## src/rtl/ivector_request_mux.sv

```systemverilog
// Round-robin front end: NCHAN 2-entry channel FIFOs merged into one method-indexed say stream.
// Optional per-channel issue counters (say_count) are built when IVECTOR_MUX_STATS_EN is defined.
module ivector_request_mux #(
  parameter int NCHAN = 10,
  parameter int DW    = 32,
  parameter int MW    = 4
) (
  input  logic                CLK,
  input  logic                nRST,
  input  logic [NCHAN-1:0]    chan_enq_ena,
  input  logic [NCHAN*DW-1:0] chan_enq_v,
  output logic [NCHAN-1:0]    chan_enq_rdy,
  output logic                say_ena,
  output logic [MW-1:0]       say_meth,
  output logic [DW-1:0]       say_v,
  input  logic                say_rdy
`ifdef IVECTOR_MUX_STATS_EN
  ,
  output logic [NCHAN*16-1:0] say_count
`endif
);

  logic [DW-1:0]    head_r    [NCHAN];
  logic [DW-1:0]    tail_r    [NCHAN];
  logic [1:0]       cnt_r     [NCHAN];
  logic [1:0]       cnt_nxt_s [NCHAN];
  logic [MW-1:0]    ptr_r;
  logic [MW-1:0]    ptr_nxt_s;
  logic [NCHAN-1:0] rdy_r;
  logic [NCHAN-1:0] cand_s;
  logic [NCHAN-1:0] enq_s;
  logic [NCHAN-1:0] pop_s;
  logic             any_s;
  logic [MW-1:0]    win_s;
  logic [MW:0]      sum_s;
  logic [MW-1:0]    idx_s;

  // Candidate and accepted-enqueue vectors; a write into a full FIFO is dropped
  always_comb begin
    cand_s = '0;
    enq_s  = '0;
    for (int k = 0; k < NCHAN; k++) begin
      cand_s[k] = (cnt_r[k] != 2'd0);
      enq_s[k]  = chan_enq_ena[k] && (cnt_r[k] != 2'd2);
    end
  end

  // Round-robin scan from ptr; walking offsets high-to-low lets the nearest candidate win
  always_comb begin
    win_s = '0;
    any_s = 1'b0;
    sum_s = '0;
    idx_s = '0;
    for (int i = NCHAN - 1; i >= 0; i--) begin
      sum_s = {1'b0, ptr_r} + (MW+1)'(i);
      if (sum_s >= (MW+1)'(NCHAN)) begin
        sum_s = sum_s - (MW+1)'(NCHAN);
      end else begin
        sum_s = sum_s;
      end
      idx_s = sum_s[MW-1:0];
      if (cand_s[idx_s]) begin
        win_s = idx_s;
        any_s = 1'b1;
      end else begin
        win_s = win_s;
      end
    end
  end

  // Issue outputs straight from FIFO state; say_rdy only gates the strobe
  always_comb begin
    say_ena  = any_s && say_rdy;
    say_meth = '0;
    say_v    = '0;
    if (any_s) begin
      say_meth = win_s;
      say_v    = head_r[win_s];
    end else begin
      say_meth = '0;
      say_v    = '0;
    end
  end

  // Per-channel pop strobes, next counts and the wrapped pointer advance
  always_comb begin
    pop_s     = '0;
    ptr_nxt_s = (win_s == MW'(NCHAN - 1)) ? '0 : win_s + MW'(1);
    for (int k = 0; k < NCHAN; k++) begin
      pop_s[k] = say_ena && (win_s == MW'(k));
      case ({enq_s[k], pop_s[k]})
        2'b10:   cnt_nxt_s[k] = cnt_r[k] + 2'd1;
        2'b01:   cnt_nxt_s[k] = cnt_r[k] - 2'd1;
        default: cnt_nxt_s[k] = cnt_r[k];
      endcase
    end
  end

  // FIFO storage, counts, registered ready and arbitration pointer
  always_ff @(posedge CLK) begin
    if (!nRST) begin
      for (int k = 0; k < NCHAN; k++) begin
        head_r[k] <= '0;
        tail_r[k] <= '0;
        cnt_r[k]  <= 2'd0;
      end
      rdy_r <= '1;
      ptr_r <= '0;
    end else begin
      for (int k = 0; k < NCHAN; k++) begin
        cnt_r[k] <= cnt_nxt_s[k];
        rdy_r[k] <= (cnt_nxt_s[k] != 2'd2);
        case ({enq_s[k], pop_s[k]})
          2'b10: begin
            if (cnt_r[k] == 2'd0) begin
              head_r[k] <= chan_enq_v[k*DW +: DW];
            end else begin
              tail_r[k] <= chan_enq_v[k*DW +: DW];
            end
          end
          2'b01:   head_r[k] <= tail_r[k];
          // Enqueue+pop only happens at cnt=1, so the new word replaces the head
          2'b11:   head_r[k] <= chan_enq_v[k*DW +: DW];
          default: head_r[k] <= head_r[k];
        endcase
      end
      if (say_ena) begin
        ptr_r <= ptr_nxt_s;
      end else begin
        ptr_r <= ptr_r;
      end
    end
  end

  assign chan_enq_rdy = rdy_r;

`ifdef IVECTOR_MUX_STATS_EN
  logic [15:0] stat_r [NCHAN];

  // Free-running 16-bit issue counters, wrapping naturally
  always_ff @(posedge CLK) begin
    if (!nRST) begin
      for (int k = 0; k < NCHAN; k++) begin
        stat_r[k] <= 16'd0;
      end
    end else begin
      for (int k = 0; k < NCHAN; k++) begin
        if (pop_s[k]) begin
          stat_r[k] <= stat_r[k] + 16'd1;
        end else begin
          stat_r[k] <= stat_r[k];
        end
      end
    end
  end

  // Flatten counters onto the output bus
  always_comb begin
    say_count = '0;
    for (int k = 0; k < NCHAN; k++) begin
      say_count[k*16 +: 16] = stat_r[k];
    end
  end
`endif

endmodule

```

## config.mk

```make
export PLATFORM = sky130hd
export DESIGN_NAME = ivector_request_mux
export DESIGN_NICKNAME = d
export VERILOG_FILES = /design/src/rtl/ivector_request_mux.sv
export SDC_FILE = /design/constraint.sdc
export NUM_CORES = 1
export LEC_CHECK = 0
export ABC_AREA = 1
export CAP_MARGIN = 20
export CORE_MARGIN = 1.5
export CORE_UTILIZATION = 52
export CTS_CLUSTER_DIAMETER = 200
export DETAILED_ROUTE_END_ITERATION = 16
export GPL_TIMING_DRIVEN = 0
export PLACE_DENSITY = 0.72
export SLEW_MARGIN = 20
export SYNTH_ARGS = -nofsm -noshare
export SYNTH_HDL_FRONTEND = slang
export SYNTH_SLANG_ARGS = --single-unit
```

## constraint.sdc

```tcl
create_clock -name CLK -period 7.7 [get_ports CLK]
set_input_delay 1.54 -clock CLK [delete_from_list [all_inputs] [get_ports CLK]]
set_output_delay 1.54 -clock CLK [all_outputs]
set_load 0.01 [all_outputs]
```

==> impl_metrics.yaml, run 1 <==
outcome:
  status: "complete, no violations"
finish:
  layout_common_cells: "1,016 x nand2_1, 887 x inv_1, 640 x edfxtp_1"
  antennaDiodeCount: 0
  nFillCells: 5744
  nNetsFinal: 4936
  drive_gt1_share_pct: 5.796
  fin_util_pct: 63.41
  area_growth_pct: 20.97
  final_common_cell: "nand2_1"
  regArea_mm2: 0.01990
  fin_area_mm2: 0.04334
  multi_input_area_mm2: 0.01161
timing:
  relSlewSlack_pct: 19.35
  fmax_mhz: 134.6
  rsz0062_at_grt: "no"
  clock-skew-final_ns: 0.02073
  finalSetupTns_ns: 0
  finalSetupViolCount: 0
  finalCritPeriodShare_pct: 96.48
  worst_slew_pin_slew_ns: 1.210
  drv_slew: 0
  fin_ws_ns: 0.2710
  min_period_ns: 7.429
  hold_violations: 0
placement:
  dpl.hpwl_um: 84440
  placed_cell_area_mm2: 0.04084
  place_ws_ns: 0.2089
  routabilityCongestion: 1.007
  placement.io_buffers: 378
worst_setup_path:
  cp_top_family: "simple AND/OR/NAND/NOR gates"
  cp_num_buf_inv: 8
  slowest_delay_ns: 0.58
  slowest_stage: "clkdlybuf4s50_1"
  critPathCaptureType: "output pin"
  worstPathArrival_ns: 5.89
  cp_common_cell: "nand2_1"
  r2r_setup_slack_ns: 1.43
  timing_worst_setup_path_type: "flop to output pin"
  start_kind: "flop"
  cp.required_ns: 6.16
  path_max_fanout: 11
cts:
  clk_pin_slew_ns: 0.07
  cts.sinks: 674
  cts-root-buf: "clkbuf_16"
  clk_latency_ns: 0.62
  post_cts_buffers: 0
  htree_num_levels: 3
  ctsHoldBuffers: 0
  clockBufferDepth: 3
  cts_made_buffers: 74
  cts_tree: "yes"
drt:
  viasPerCell: 5.348
  drc: 0
  wl_per_cell_um: 20.08
  ant_nets: 0
  drt_iter0_markers: 3063
  vias: 29356
  first_pass_iters: 7
  routed_wirelength_um: 110200
yosys:
  ys_warn_count: 0
  synthFlopType: "edfxtp_1"
  synth_edf_count: 640
  avgSynthCellArea_um2: 8.755
  synth_area_mm2: 0.03582
  synthArstFlopShare_pct: 0
  syn_nets: 4479
  synth.distinct_cells: 53
  postSynthCellCount: 4092
  seq_area_frac_synth_pct: 55.55
  synth-seq-cells: 674
grt:
  grt_overflow: 0
  grt_max_degree: 33
  grt_pass1_wl_um: 163300
  track_usage_pct: 31.01
  grt_pass1_vias: 28151
  antenna_found_initial: 1
die:
  boundaryPins: 380
  placeableCoreArea_mm2: 0.06835
  start_util_pct: 52.42
  fp-row-count: 96
  die_w_um: 265.5
  design.die.area_mm2: 0.07048
  fp.dieH_um: 265.5
run:
  maxCapViolCount: 0
hold_path:
  hp-class: "flop to flop"
[per-layer routing]
layer | wire [um] | share of wire, % | track usage, %
met1 | 44800 | 41 | 41.39
met2 | 50880 | 46 | 49.47
met3 | 8723 | 7.9 | 5.027
met4 | 5802 | 5.3 | 15.06
met5 | 0 | 0 | 0
[cell type report]
type,count,share of cell area (%)
clock buffers,85,4.466
repair buffers,381,8.904
flip-flops and latches,674,45.92
plain buffers,205,2.310
clock inverters,49,1.103
multi-input cells,2297,26.78
inverters,916,7.966
well taps,882,2.546
[synth_stat cells (all sizes together) (2+ instances only)]
| cell type | number | area [um2] |
|---|---|---|
| nand2 | 1050 | 3994 |
| inv | 913 | 3432 |
| edfxtp | 640 | 19220 |
| nor2 | 406 | 1536 |
| o211ai | 292 | 2192 |
| nand3 | 149 | 760.7 |
| clkbuf | 128 | 480.5 |
| nand3b | 107 | 803.3 |
| o21ai | 78 | 405.4 |
| buf | 77 | 504.2 |
| ha | 53 | 663.1 |
| a21oi | 44 | 235.2 |
| dfxtp | 34 | 680.7 |
| o22ai | 32 | 200.2 |
| xor2 | 20 | 205.2 |
| a31oi | 19 | 118.9 |
| nor3b | 10 | 75.07 |
| a211oi | 5 | 37.54 |
| nand4 | 5 | 31.28 |
| a311oi | 3 | 26.28 |
| clkinv | 3 | 11.26 |
| o21a | 3 | 22.52 |
| or2 | 3 | 18.77 |
| xnor2 | 3 | 33.79 |
| a211o | 2 | 17.52 |
| nor3 | 2 | 15.01 |
| nor4 | 2 | 12.51 |
[worst register-to-register path, delay by kind of cell (launching register included)]
family	cells	cell delay [ns]
simple gates	17	2.20
buf+inv	11	1.49
fa+ha+maj	3	0.87
compound gates	3	0.74
flops	1	0.44
xor+xnor	1	0.27
[cells by family (layout without fill, tap and decap cells)]
family / after synthesis / after routing / synth area share [%]
multiplexers: 1 / 1 / 0.02794
flip-flops: 674 / 674 / 55.55
AO/OA/AOI/OAI: 483 / 483 / 9.227
XOR/XNOR: 23 / 23 / 0.6671
adder cells (fa/ha/maj): 54 / 54 / 1.907
AND/OR/NAND/NOR: 1736 / 1736 / 20.26
buffers and inverters: 1121 / 1636 / 12.36
[metrics by stage]
stage          instances  hold slack (ns)
2_1_floorplan       4092           0.4387
3_3_place_gp        5352           0.4596
3_5_place_dp        5355           0.4689
4_1_cts             5489           0.4917
5_1_grt             5489           0.5126
6_report            5489           0.4939
[registers in the layout, summed over array words and instances (netlist names)]
register / flops
head_r: 320
tail_r: 320
cnt_r: 20
chan_enq_rdy: 10
ptr_r: 4
[timing repair]
| action | CTS | global route |
|---|---|---|
| endpoints found under the hold margin | 0 | 0 |
| pin swaps | 0 | 0 |
| cloned | 0 | 0 |
| gates resized for setup | 11 | 14 |
| setup endpoints to repair | 32 | 32 |
[final timing paths]
| kind | startpoint | end | cells after the start |
|---|---|---|---|
| worst max-delay path | ptr_r[1] | say_v[25] | 30 |
| worst min-delay path | cnt_r[1][1] | cnt_r[1][1] | 1 |
| worst max register to register | ptr_r[1] | head_r[0][20] | 35 |
| worst min register to register | cnt_r[1][1] | cnt_r[1][1] | 1 |
Power of run 1 is left out: the tool's default activity adds up to more than one toggle a clock period on the data nets, which glitch-free logic cannot reach.
==> run 2, diff against run 1 <==
PLACE_DENSITY = 0.74   (was 0.72)
==> impl_metrics.yaml, run 2 (synthesized netlist as in run 1, its figures left out) <==
outcome:
  status: "complete, no violations"
timing:
  finalSetupTns_ns: 0
  finalSetupViolCount: 0
  rsz0062_at_grt: "no"
  holdWs_ns: 0.4738
  relSlewSlack_pct: 17.68
  drv_slew: 0
  min_period_ns: 7.534
  clock-skew-final_ns: 0.03600
  hold_violations: 0
  worst_slew_pin_slew_ns: 1.235
  fin_ws_ns: 0.1663
  fmax_mhz: 132.7
  finalCritPeriodShare_pct: 97.84
worst_setup_path:
  r2r_cells: 30
  r2r-start: "ptr_r[0]"
  startpoint: "ptr_r[0]"
  slowest_stage: "clkdlybuf4s50_1"
  cp_common_cell: "nand2_1"
  reg2reg_to: "head_r[3][25]"
  path_max_fanout: 11
  critPathCaptureType: "output pin"
  cp.required_ns: 6.16
  r2r_setup_slack_ns: 1.43
  timing_worst_setup_path_type: "flop to output pin"
  slowest_delay_ns: 0.62
  worstPathArrival_ns: 5.99
  start_kind: "flop"
drt:
  first_pass_iters: 6
  routed_wirelength_um: 110300
  vias: 29698
  viasPerCell: 5.408
  drt_iter0_markers: 3567
  wl_per_cell_um: 20.10
  drc: 0
  ant_nets: 0
hold_path:
  worstHoldStart: "cnt_r[1][1]"
  whs_path_depth: 1
  min_to: "cnt_r[1][1]"
  hp-class: "flop to flop"
finish:
  drive_gt1_share_pct: 6.075
  multi_input_area_mm2: 0.01163
  layout_common_cells: "1,016 x nand2_1, 887 x inv_1, 640 x edfxtp_1"
  nFillCells: 5635
  nNetsFinal: 4937
  final_common_cell: "nand2_1"
  regArea_mm2: 0.01990
  antennaDiodeCount: 0
  fin_area_mm2: 0.04340
  reg_top3: "head_r: 320 flops, tail_r: 320 flops, cnt_r: 20 flops"
  area_growth_pct: 21.13
grt:
  track_usage_pct: 31.03
  grt_pass1_vias: 28263
  grt_max_degree: 33
  grt_pass1_wl_um: 163600
  antenna_found_initial: 0
  grt_overflow: 0
die:
  design.die.area_mm2: 0.07048
  die_w_um: 265.5
  start_util_pct: 52.42
  fp-row-count: 96
  placeableCoreArea_mm2: 0.06835
  fp.dieH_um: 265.5
  boundaryPins: 380
placement:
  place_ws_ns: 0.07574
  placement.io_buffers: 378
  routabilityCongestion: 1.021
  placed_cell_area_mm2: 0.04084
  dpl.hpwl_um: 83880
cts:
  cts-root-buf: "clkbuf_16"
  cts_made_buffers: 74
  cts.sinks: 674
  clk_latency_ns: 0.64
  clockBufferDepth: 3
  post_cts_buffers: 0
  htree_num_levels: 3
  cts_tree: "yes"
  clk_pin_slew_ns: 0.06
run:
  maxCapViolCount: 0
-- run 2: worst max path at each step --
stage,endpoint,slack (ns),cells after the start
6_report,say_v[4],0.17,26
5_1_grt,say_v[4],0.03,25
4_1_cts,say_v[23],0.02,30
3_5_place_dp,say_v[24],0.08,32
3_3_place_gp,tail_r[9][8],-1.09,30
2_1_floorplan,tail_r[9][0],1.24,30
-- run 2: layout make-up --
| type | instances | share of cell area, % |
|---|---|---|
| Sequential cell | 674 | 45.87 |
| Multi-Input combinational cell | 2297 | 26.79 |
| Timing Repair Buffer | 382 | 8.901 |
| Inverter | 916 | 7.940 |
| Clock buffer | 87 | 4.524 |
| Tap cell | 882 | 2.543 |
| Buffer | 205 | 2.312 |
| Clock inverter | 48 | 1.122 |
-- run 2: what timing repair did --
action                                  CTS  global route
gates resized for setup                   9            20
endpoints found under the setup margin   32            32
gates cloned                              0             0
hold buffers                              0             0
-- run 2: metal layers --
metal	vias to the layer above	track usage, %	wire, um
li1	14006	-	-
met1	14033	40.50	43910
met2	1384	49.76	50910
met3	275	5.555	9459
met4	0	15.95	6074
met5	-	0	0
-- run 2: through the flow --
stage | utilization (%) | instances
after CTS | 63.37 | 5490
final | 63.49 | 5491
after floorplan | - | 4092
after global routing | 63.49 | 5491
after detailed placement | 59.75 | 5355
after global placement | 59.57 | 5352
-- run 2: critical path, delay by kind of cell, from the launching register on --
family	cells	cell delay [ns]
AO/OA/AOI/OAI	2	0.67
AND/OR/NAND/NOR	15	1.57
adder cells (fa/ha/maj)	2	0.58
buffers and inverters	7	2.08
flip-flops	1	0.46
Power of run 2 is left out for the same reason.
